$ cat config.mk
export PLATFORM = sky130hd
export DESIGN_NAME = cic_comp_fir
export DESIGN_NICKNAME = d
export VERILOG_FILES = /design/src/rtl/cic_comp_pkg.sv /design/src/rtl/cic_comp_fir_rom.sv /design/src/rtl/cic_comp_fir.sv
export SDC_FILE = /design/constraint.sdc
export NUM_CORES = 2
export LEC_CHECK = 0
export BUFFER_PORTS_ARGS = -buffer_cell sky130_fd_sc_hd__buf_2
export CAP_MARGIN = 20
export CORE_MARGIN = 8
export CORE_UTILIZATION = 55
export CTS_CLUSTER_DIAMETER = 30
export DETAILED_ROUTE_END_ITERATION = 6
export GPL_TIMING_DRIVEN = 0
export HOLD_SLACK_MARGIN = 0.1
export PLACE_DENSITY = 0.8
export RECOVER_POWER = 50
export SYNTH_ARGS = -nofsm -noshare
export SYNTH_HDL_FRONTEND = slang
export SYNTH_SLANG_ARGS = --single-unit
export TNS_END_PERCENT = 1
$ cat constraint.sdc
create_clock -name CLK -period 17.95 [get_ports CLK]
set_clock_uncertainty 0.1 [all_clocks]
set_input_delay 0 -clock CLK [delete_from_list [all_inputs] [get_ports CLK]]
set_output_delay 0 -clock CLK [all_outputs]
set_load 0.01 [all_outputs]
$ cat src/rtl/cic_comp_pkg.sv
// Shared constants, FSM encoding, coefficient set and saturation helper for cic_comp_fir.
package cic_comp_pkg;

    localparam int unsigned BITS_DEFAULT      = 16;
    localparam int unsigned TAPS_DEFAULT      = 32;
    localparam int unsigned COEF_BITS_DEFAULT = 16;
    localparam int unsigned ACC_BITS_DEFAULT  = 40;
    localparam int unsigned DECIM_DEFAULT     = 2;

    // FSM encoding
    localparam logic [1:0] ST_IDLE  = 2'd0;
    localparam logic [1:0] ST_MAC   = 2'd1;
    localparam logic [1:0] ST_ROUND = 2'd2;
    localparam logic [1:0] ST_OUT   = 2'd3;

    typedef logic signed [COEF_BITS_DEFAULT-1:0] coef_t;

    // CIC^5 inverse-sinc compensator, cutoff 0.2*fs_in, Q1.15, symmetric, sum = 32768 (unity DC gain)
    localparam coef_t COEFS [TAPS_DEFAULT] = '{
        -16'sd40,   -16'sd60,    16'sd30,    16'sd150,
         16'sd120,  -16'sd200,  -16'sd420,  -16'sd80,
         16'sd700,   16'sd900,  -16'sd250,  -16'sd1700,
        -16'sd1400,  16'sd1700,  16'sd6500,  16'sd10434,
         16'sd10434, 16'sd6500,  16'sd1700, -16'sd1400,
        -16'sd1700, -16'sd250,   16'sd900,   16'sd700,
        -16'sd80,   -16'sd420,  -16'sd200,   16'sd120,
         16'sd150,   16'sd30,   -16'sd60,   -16'sd40
    };

    // Clamp a wide signed value into the signed range of a 'bits'-wide word
    function automatic logic signed [63:0] saturate(input logic signed [63:0] v,
                                                    input int unsigned        bits);
        logic signed [63:0] hi;
        logic signed [63:0] lo;
        hi = (64'sd1 <<< (bits - 1)) - 64'sd1;
        lo = -(64'sd1 <<< (bits - 1));
        if (v > hi) return hi;
        if (v < lo) return lo;
        return v;
    endfunction

endpackage

$ cat src/rtl/cic_comp_fir_rom.sv
// Synchronous-read coefficient ROM; data_o holds COEFS[addr_i] from the previous clock.
module fir_coef_rom
    import cic_comp_pkg::*;
#(
    parameter int unsigned TAPS      = TAPS_DEFAULT,
    parameter int unsigned COEF_BITS = COEF_BITS_DEFAULT
) (
    input  logic                        clk_i,
    input  logic [$clog2(TAPS)-1:0]     addr_i,
    output logic signed [COEF_BITS-1:0] data_o
);

    logic signed [COEF_BITS-1:0] data_q;

    // Registered read, maps to block RAM or LUT ROM
    always_ff @(posedge clk_i) begin
        data_q <= COEF_BITS'(COEFS[addr_i]);
    end

    assign data_o = data_q;

endmodule

$ cat src/rtl/cic_comp_fir.sv
// Decimate-by-DECIM CIC compensation FIR with a single time-shared MAC.
// out_tick follows the triggering in_tick by exactly TAPS+3 cycles (multiplier not pipelined).
// The coefficient ROM is addressed with the next tap index so its registered output lines up
// with the current tap, adding no latency.
module cic_comp_fir
    import cic_comp_pkg::*;
#(
    parameter int unsigned BITS      = BITS_DEFAULT,
    parameter int unsigned TAPS      = TAPS_DEFAULT,
    parameter int unsigned COEF_BITS = COEF_BITS_DEFAULT,
    parameter int unsigned ACC_BITS  = ACC_BITS_DEFAULT,
    parameter int unsigned DECIM     = DECIM_DEFAULT
) (
    input  logic                   CLK,
    input  logic                   RST,
    input  logic signed [BITS-1:0] x_in,
    input  logic                   in_tick,
    output logic signed [BITS-1:0] x_out,
    output logic                   out_tick,
    output logic                   overrun
);

    localparam int unsigned KW     = $clog2(TAPS);
    localparam int unsigned PW     = KW + 1;
    localparam int unsigned FW     = KW + 1;
    localparam int unsigned PHW    = (DECIM > 1) ? $clog2(DECIM) : 1;
    localparam int unsigned PROD_W = BITS + COEF_BITS;
    localparam logic signed [ACC_BITS-1:0] RND_HALF = ACC_BITS'(1) << (COEF_BITS - 2);

    logic [1:0]                  state_q,    state_d;
    logic [PW-1:0]               wr_ptr_q,   wr_ptr_d;
    logic [PHW-1:0]              phase_q,    phase_d;
    logic [FW-1:0]               fill_q,     fill_d;
    logic [FW-1:0]               nvalid_q,   nvalid_d;
    logic [PW-1:0]               base_q,     base_d;
    logic [KW-1:0]               k_q,        k_d;
    logic signed [ACC_BITS-1:0]  acc_q,      acc_d;
    logic signed [BITS-1:0]      rnd_q,      rnd_d;
    logic signed [BITS-1:0]      x_out_q,    x_out_d;
    logic                        out_tick_q, out_tick_d;
    logic                        overrun_q,  overrun_d;

    logic signed [BITS-1:0]      samp_mem [2*TAPS];
    logic [PW-1:0]               rd_addr;
    logic signed [BITS-1:0]      samp_rd;
    logic signed [BITS-1:0]      samp_use;
    logic signed [COEF_BITS-1:0] coef_rd;
    logic signed [PROD_W-1:0]    prod;
    logic signed [ACC_BITS-1:0]  prod_ext;
    logic signed [ACC_BITS-1:0]  rsum;
    logic signed [ACC_BITS-1:0]  rshift;
    logic                        trig;

    fir_coef_rom #(
        .TAPS      (TAPS),
        .COEF_BITS (COEF_BITS)
    ) u_rom (
        .clk_i  (CLK),
        .addr_i (k_d),
        .data_o (coef_rd)
    );

    // Sample buffer write port; a sample coinciding with RST is discarded
    always_ff @(posedge CLK) begin
        if (!RST && in_tick) begin
            samp_mem[wr_ptr_q] <= x_in;
        end
    end

    // Datapath: newest-first tap read, samples older than the fill count read as zero
    assign trig     = in_tick && (phase_q == PHW'(DECIM - 1));
    assign rd_addr  = base_q - PW'(k_q);
    assign samp_rd  = samp_mem[rd_addr];
    assign samp_use = (FW'(k_q) < nvalid_q) ? samp_rd : '0;
    assign prod     = PROD_W'(samp_use) * PROD_W'(coef_rd);
    assign prod_ext = ACC_BITS'(prod);
    assign rsum     = acc_q + RND_HALF;
    assign rshift   = rsum >>> (COEF_BITS - 1);

    // Next-state and datapath control
    always_comb begin
        state_d    = state_q;
        wr_ptr_d   = wr_ptr_q;
        phase_d    = phase_q;
        fill_d     = fill_q;
        nvalid_d   = nvalid_q;
        base_d     = base_q;
        k_d        = k_q;
        acc_d      = acc_q;
        rnd_d      = rnd_q;
        x_out_d    = x_out_q;
        out_tick_d = 1'b0;
        overrun_d  = overrun_q;

        if (in_tick) begin
            wr_ptr_d = wr_ptr_q + PW'(1);
            phase_d  = trig ? '0 : phase_q + PHW'(1);
            fill_d   = (fill_q == FW'(TAPS)) ? fill_q : fill_q + FW'(1);
        end

        if (trig && (state_q != ST_IDLE)) begin
            overrun_d = 1'b1;
        end

        case (state_q)
            ST_IDLE: begin
                if (trig) begin
                    base_d   = wr_ptr_q;
                    nvalid_d = fill_d;
                    k_d      = '0;
                    acc_d    = '0;
                    state_d  = ST_MAC;
                end
            end
            ST_MAC: begin
                acc_d = acc_q + prod_ext;
                k_d   = k_q + KW'(1);
                if (k_q == KW'(TAPS - 1)) begin
                    state_d = ST_ROUND;
                end
            end
            ST_ROUND: begin
                rnd_d   = BITS'(saturate(64'(rshift), BITS));
                state_d = ST_OUT;
            end
            default: begin
                x_out_d    = rnd_q;
                out_tick_d = 1'b1;
                state_d    = ST_IDLE;
            end
        endcase
    end

    // State registers with synchronous reset
    always_ff @(posedge CLK) begin
        if (RST) begin
            state_q    <= ST_IDLE;
            wr_ptr_q   <= '0;
            phase_q    <= '0;
            fill_q     <= '0;
            nvalid_q   <= '0;
            base_q     <= '0;
            k_q        <= '0;
            acc_q      <= '0;
            rnd_q      <= '0;
            x_out_q    <= '0;
            out_tick_q <= 1'b0;
            overrun_q  <= 1'b0;
        end else begin
            state_q    <= state_d;
            wr_ptr_q   <= wr_ptr_d;
            phase_q    <= phase_d;
            fill_q     <= fill_d;
            nvalid_q   <= nvalid_d;
            base_q     <= base_d;
            k_q        <= k_d;
            acc_q      <= acc_d;
            rnd_q      <= rnd_d;
            x_out_q    <= x_out_d;
            out_tick_q <= out_tick_d;
            overrun_q  <= overrun_d;
        end
    end

    assign x_out    = x_out_q;
    assign out_tick = out_tick_q;
    assign overrun  = overrun_q;

endmodule

==> results <==
- The flow ran to the end, but the final reports show violations.
- The checks that failed: max-capacitance violations, max-slew violations.
- The die extent in y is 337 um.
- The cell that appears most often on the critical path is sky130_fd_sc_hd__fa_1.
- The number of port buffers is 35.
- The maximum fanout along the worst path is 10.
- The first detailed-routing pass took 6 iterations.
- STA classifies the critical path endpoint as a flip-flop.
- Global routing used 30.0% of the available tracks.
- The minimum clock period after layout is 11540 ps.
- The kind of cell with the highest combined delay along the critical path is adder cells.
- Max-cap violations in this run came to 17.
- The clock tree synthesis step divided the H-tree into 4 levels.
- The overall routed net length is 174000 um.
- The starting density of the core is 55.5%.
- The DRC marker count from the first detailed-route iteration is 4843.
- The largest single stage delay on the critical path is 830 ps.
- After clock tree synthesis, the clock-pin slew on the worst setup and hold paths is 60 ps.
- Row generation in the floorplan step produced 117 rows.
- The layout filler cell count is 6484.
- The sum of negative setup slack is 0 ps.
- The number of antenna violations at the first check in global routing is 8.
- The slowest stage of the critical path is the sky130_fd_sc_hd__fa_1 cell.
- The fraction of final layout cells sized beyond drive strength 1 is 22.5%.
- Setup repair after global routing left no endpoint under its margin.
- The TritonCTS clock tree is yes.
- The I/O pin total is 37.
- The count of buffers added by post-CTS timing repair for setup is 0.
- At the worst endpoint, the required time is 18510 ps.
- In the final routed layout, each cell accounts on average for 32.3 um.
- Setup violations remaining at the end of the flow were counted as 0.
- The routed layout has 35310 vias.
- The global-route wire length before repair is 246000 um.
- The synthesized design contains 1024 enable-type register cells.
- The relative slew slack is -86.3%.
- The most common flop cell mapped by yosys is sky130_fd_sc_hd__edfxtp_1.
- Static timing analysis puts the maximum clock frequency at 86.6 MHz.
- The number of distinct library cells after synthesis is 75.
- Hold is met by 343 ps.
- The detail route stage leaves a number of antenna-violating nets equal to 0.
- The total half-perimeter wirelength after legalization and detailed placement is 100000 um.
- For the pin with the worst max-slew slack, the measured transition is 2800 ps.
- The fraction of the cycle the final worst path needs is 64.3%.
- The net count after synthesis is 3984.
- The largest buffer count on any clock path is 3.
- The die footprint is 0.114 sq mm.
- The total count of max-transition violations in the final report is 709.
- The per-cell via count in the routed design is 6.54.
- The net count of the finished layout is 4313.
- The remaining global-route overflow is 0.
- The tree is rooted in a sky130_fd_sc_hd__clkbuf_16.
- The mean post-synth cell area is 16.0 sq um.
- The x dimension of the die is 337 um.
- The hold violation count in the final report is 0.
- Clock latency on the worst-skew pair, taken at its later pin, is 820 ps.
- The number of sinks handled by clock tree synthesis is 1143.
- The number of buffers added by the clock tree synthesis step is 191.
- The via count of the first global-routing pass is 36177.
- The mapped netlist covers 0.0567 sq mm.
- The share of the Yosys chip area taken by registers is 58.5%.
- For the worst setup path, the data arrival time is 12100 ps.
- The classification of the worst setup path is flip-flop to flip-flop.
- The worst min-delay path category is input port to flip-flop.
- The post-synthesis cell count is 3534.
- After synthesis, the share of flip-flops with an asynchronous set or reset is 0%.
- The worst setup path is launched from a flip-flop.
- The area of the placeable core is 0.102 sq mm.
- The total of flip-flops plus latches after synthesis is 1143.
- Leaving out fill and tap cells, the most frequent cells in the layout are sky130_fd_sc_hd__edfxtp_1, sky130_fd_sc_hd__inv_1, sky130_fd_sc_hd__mux4_2.
- The pin count of the biggest net entering global routing is 65.
- During synthesis, Yosys emitted a total of 0 warnings.
- The congestion estimate from routability-driven global placement came to 0.906.
- Compared with the post-synthesis result, the final layout area differs by 18.0%.
- The library cell used most frequently in the layout, excluding fill and tap cells, is sky130_fd_sc_hd__edfxtp_1.
- The share of the core filled with cells in the final layout is 65.5%.
- For this run, design rule violations remaining after detail routing come to 0.
- Counting both buffers and inverters, the worst setup path holds a total of 9.
metal layers:
metal	global-route usage (%)	routed length [um]	vias to the layer above
met1	36.2	56700	17750
met2	48.9	83500	3106
li1	-	-	13665
met3	7.84	21100	781
met4	17.4	12900	8
met5	0	98	-
stage by stage:
| stage | setup slack [ps] | area [sq um] | instances |
|---|---|---|---|
| global placement | 7000 | 58600 | 4937 |
| detailed placement | 6810 | 59800 | 5002 |
| global route | 6250 | 66800 | 5398 |
| CTS | 6800 | 66800 | 5380 |
| floorplan | 9190 | 56700 | 3534 |
| finish | 6410 | 66800 | 5402 |
area by class of cell:
cell class | instances | area, sq um | share of cell area [%]
Multi-Input combinational cell | 1815 | 21200 | 31.6
Tap cell | 1368 | 1710 | 2.56
Clock buffer | 209 | 4910 | 7.34
Clock inverter | 151 | 1860 | 2.79
Buffer | 164 | 993 | 1.49
Sequential cell | 1143 | 33100 | 49.6
Timing Repair Buffer | 136 | 1520 | 2.28
Antenna cell | 4 | 10.0 | 0.0150
Inverter | 412 | 1550 | 2.31
worst reg2reg max path: cells and delay by family, from the launching register on:
kind                       cells  cell delay (ps)
adders and majority gates      9             4390
AOI/OAI and AO/OA              8             2890
buffers and inverters          9             1970
muxes                          2              920
and+or+nand+nor                3              650
DFF                            1              340
xor gates and xnor gates       1              170
sequential cells by signal (all words and copies together), names as in the netlist, 2 cells and up:
register,cells
x_out,16
base_q,6
nvalid_q,6
wr_ptr_q,6
samp_mem,1024
u_rom.data_o,14
fill_q,6
k_q,5
rnd_q,16
state_q,2
acc_q,39
kinds of logic (layout without fill, tap and decap cells):
family	count (synthesis)	count (layout)	synth area share, %
compound gates	302	302	3.71
xor+xnor	73	73	1.15
fa+ha+maj	431	431	13.4
buf+inv	576	1072	4.48
flops	1143	1143	58.5
mux	359	359	13.4
other cells	0	4	0
simple gates	650	650	5.37
synth_stat cells, types with 18 or more instances:
| library cell | number | share of area (%) |
|---|---|---|
| sky130_fd_sc_hd__inv_1 | 411 | 2.7 |
| sky130_fd_sc_hd__a31oi_1 | 19 | 0.21 |
| sky130_fd_sc_hd__buf_6 | 33 | 0.66 |
| sky130_fd_sc_hd__a211oi_1 | 31 | 0.41 |
| sky130_fd_sc_hd__a21oi_1 | 58 | 0.51 |
| sky130_fd_sc_hd__and2_1 | 105 | 1.2 |
| sky130_fd_sc_hd__nor2b_1 | 42 | 0.46 |
| sky130_fd_sc_hd__clkbuf_1 | 65 | 0.43 |
| sky130_fd_sc_hd__buf_2 | 44 | 0.39 |
| sky130_fd_sc_hd__ha_1 | 137 | 3.0 |
| sky130_fd_sc_hd__dfxtp_1 | 119 | 4.2 |
| sky130_fd_sc_hd__mux2i_1 | 39 | 0.69 |
| sky130_fd_sc_hd__nand3_1 | 18 | 0.16 |
| sky130_fd_sc_hd__edfxtp_1 | 1024 | 54 |
| sky130_fd_sc_hd__mux4_2 | 320 | 13 |
| sky130_fd_sc_hd__nor2_1 | 185 | 1.2 |
| sky130_fd_sc_hd__a21o_1 | 35 | 0.46 |
| sky130_fd_sc_hd__a22oi_1 | 19 | 0.25 |
| sky130_fd_sc_hd__o21ai_0 | 52 | 0.46 |
| sky130_fd_sc_hd__a211oi_2 | 20 | 0.44 |
| sky130_fd_sc_hd__xnor2_1 | 45 | 0.70 |
| sky130_fd_sc_hd__nand2_1 | 225 | 1.5 |
| sky130_fd_sc_hd__xor2_1 | 26 | 0.40 |
| sky130_fd_sc_hd__fa_1 | 294 | 10 |
final timing paths:
| path | depth (start not counted) | end | slack, ps | from |
|---|---|---|---|---|
| worst min-delay path | 2 | samp_mem[13][0] | 340 | x_in[0] |
| worst min register to register | 2 | acc_q[12] | 370 | acc_q[12] |
| worst max-delay path | 32 | acc_q[38] | 6410 | base_q[0] |
| worst max register to register | 32 | acc_q[38] | 6410 | base_q[0] |
timing repair:
action	in CTS	in global routing
gates resized for setup	0	0
endpoints found under the hold margin	1080	18
setup endpoints to repair	0	0
hold buffers	18	2
Power is not shown: default switching activity piles up to over one toggle a cycle in this logic, so the estimate is an artifact.
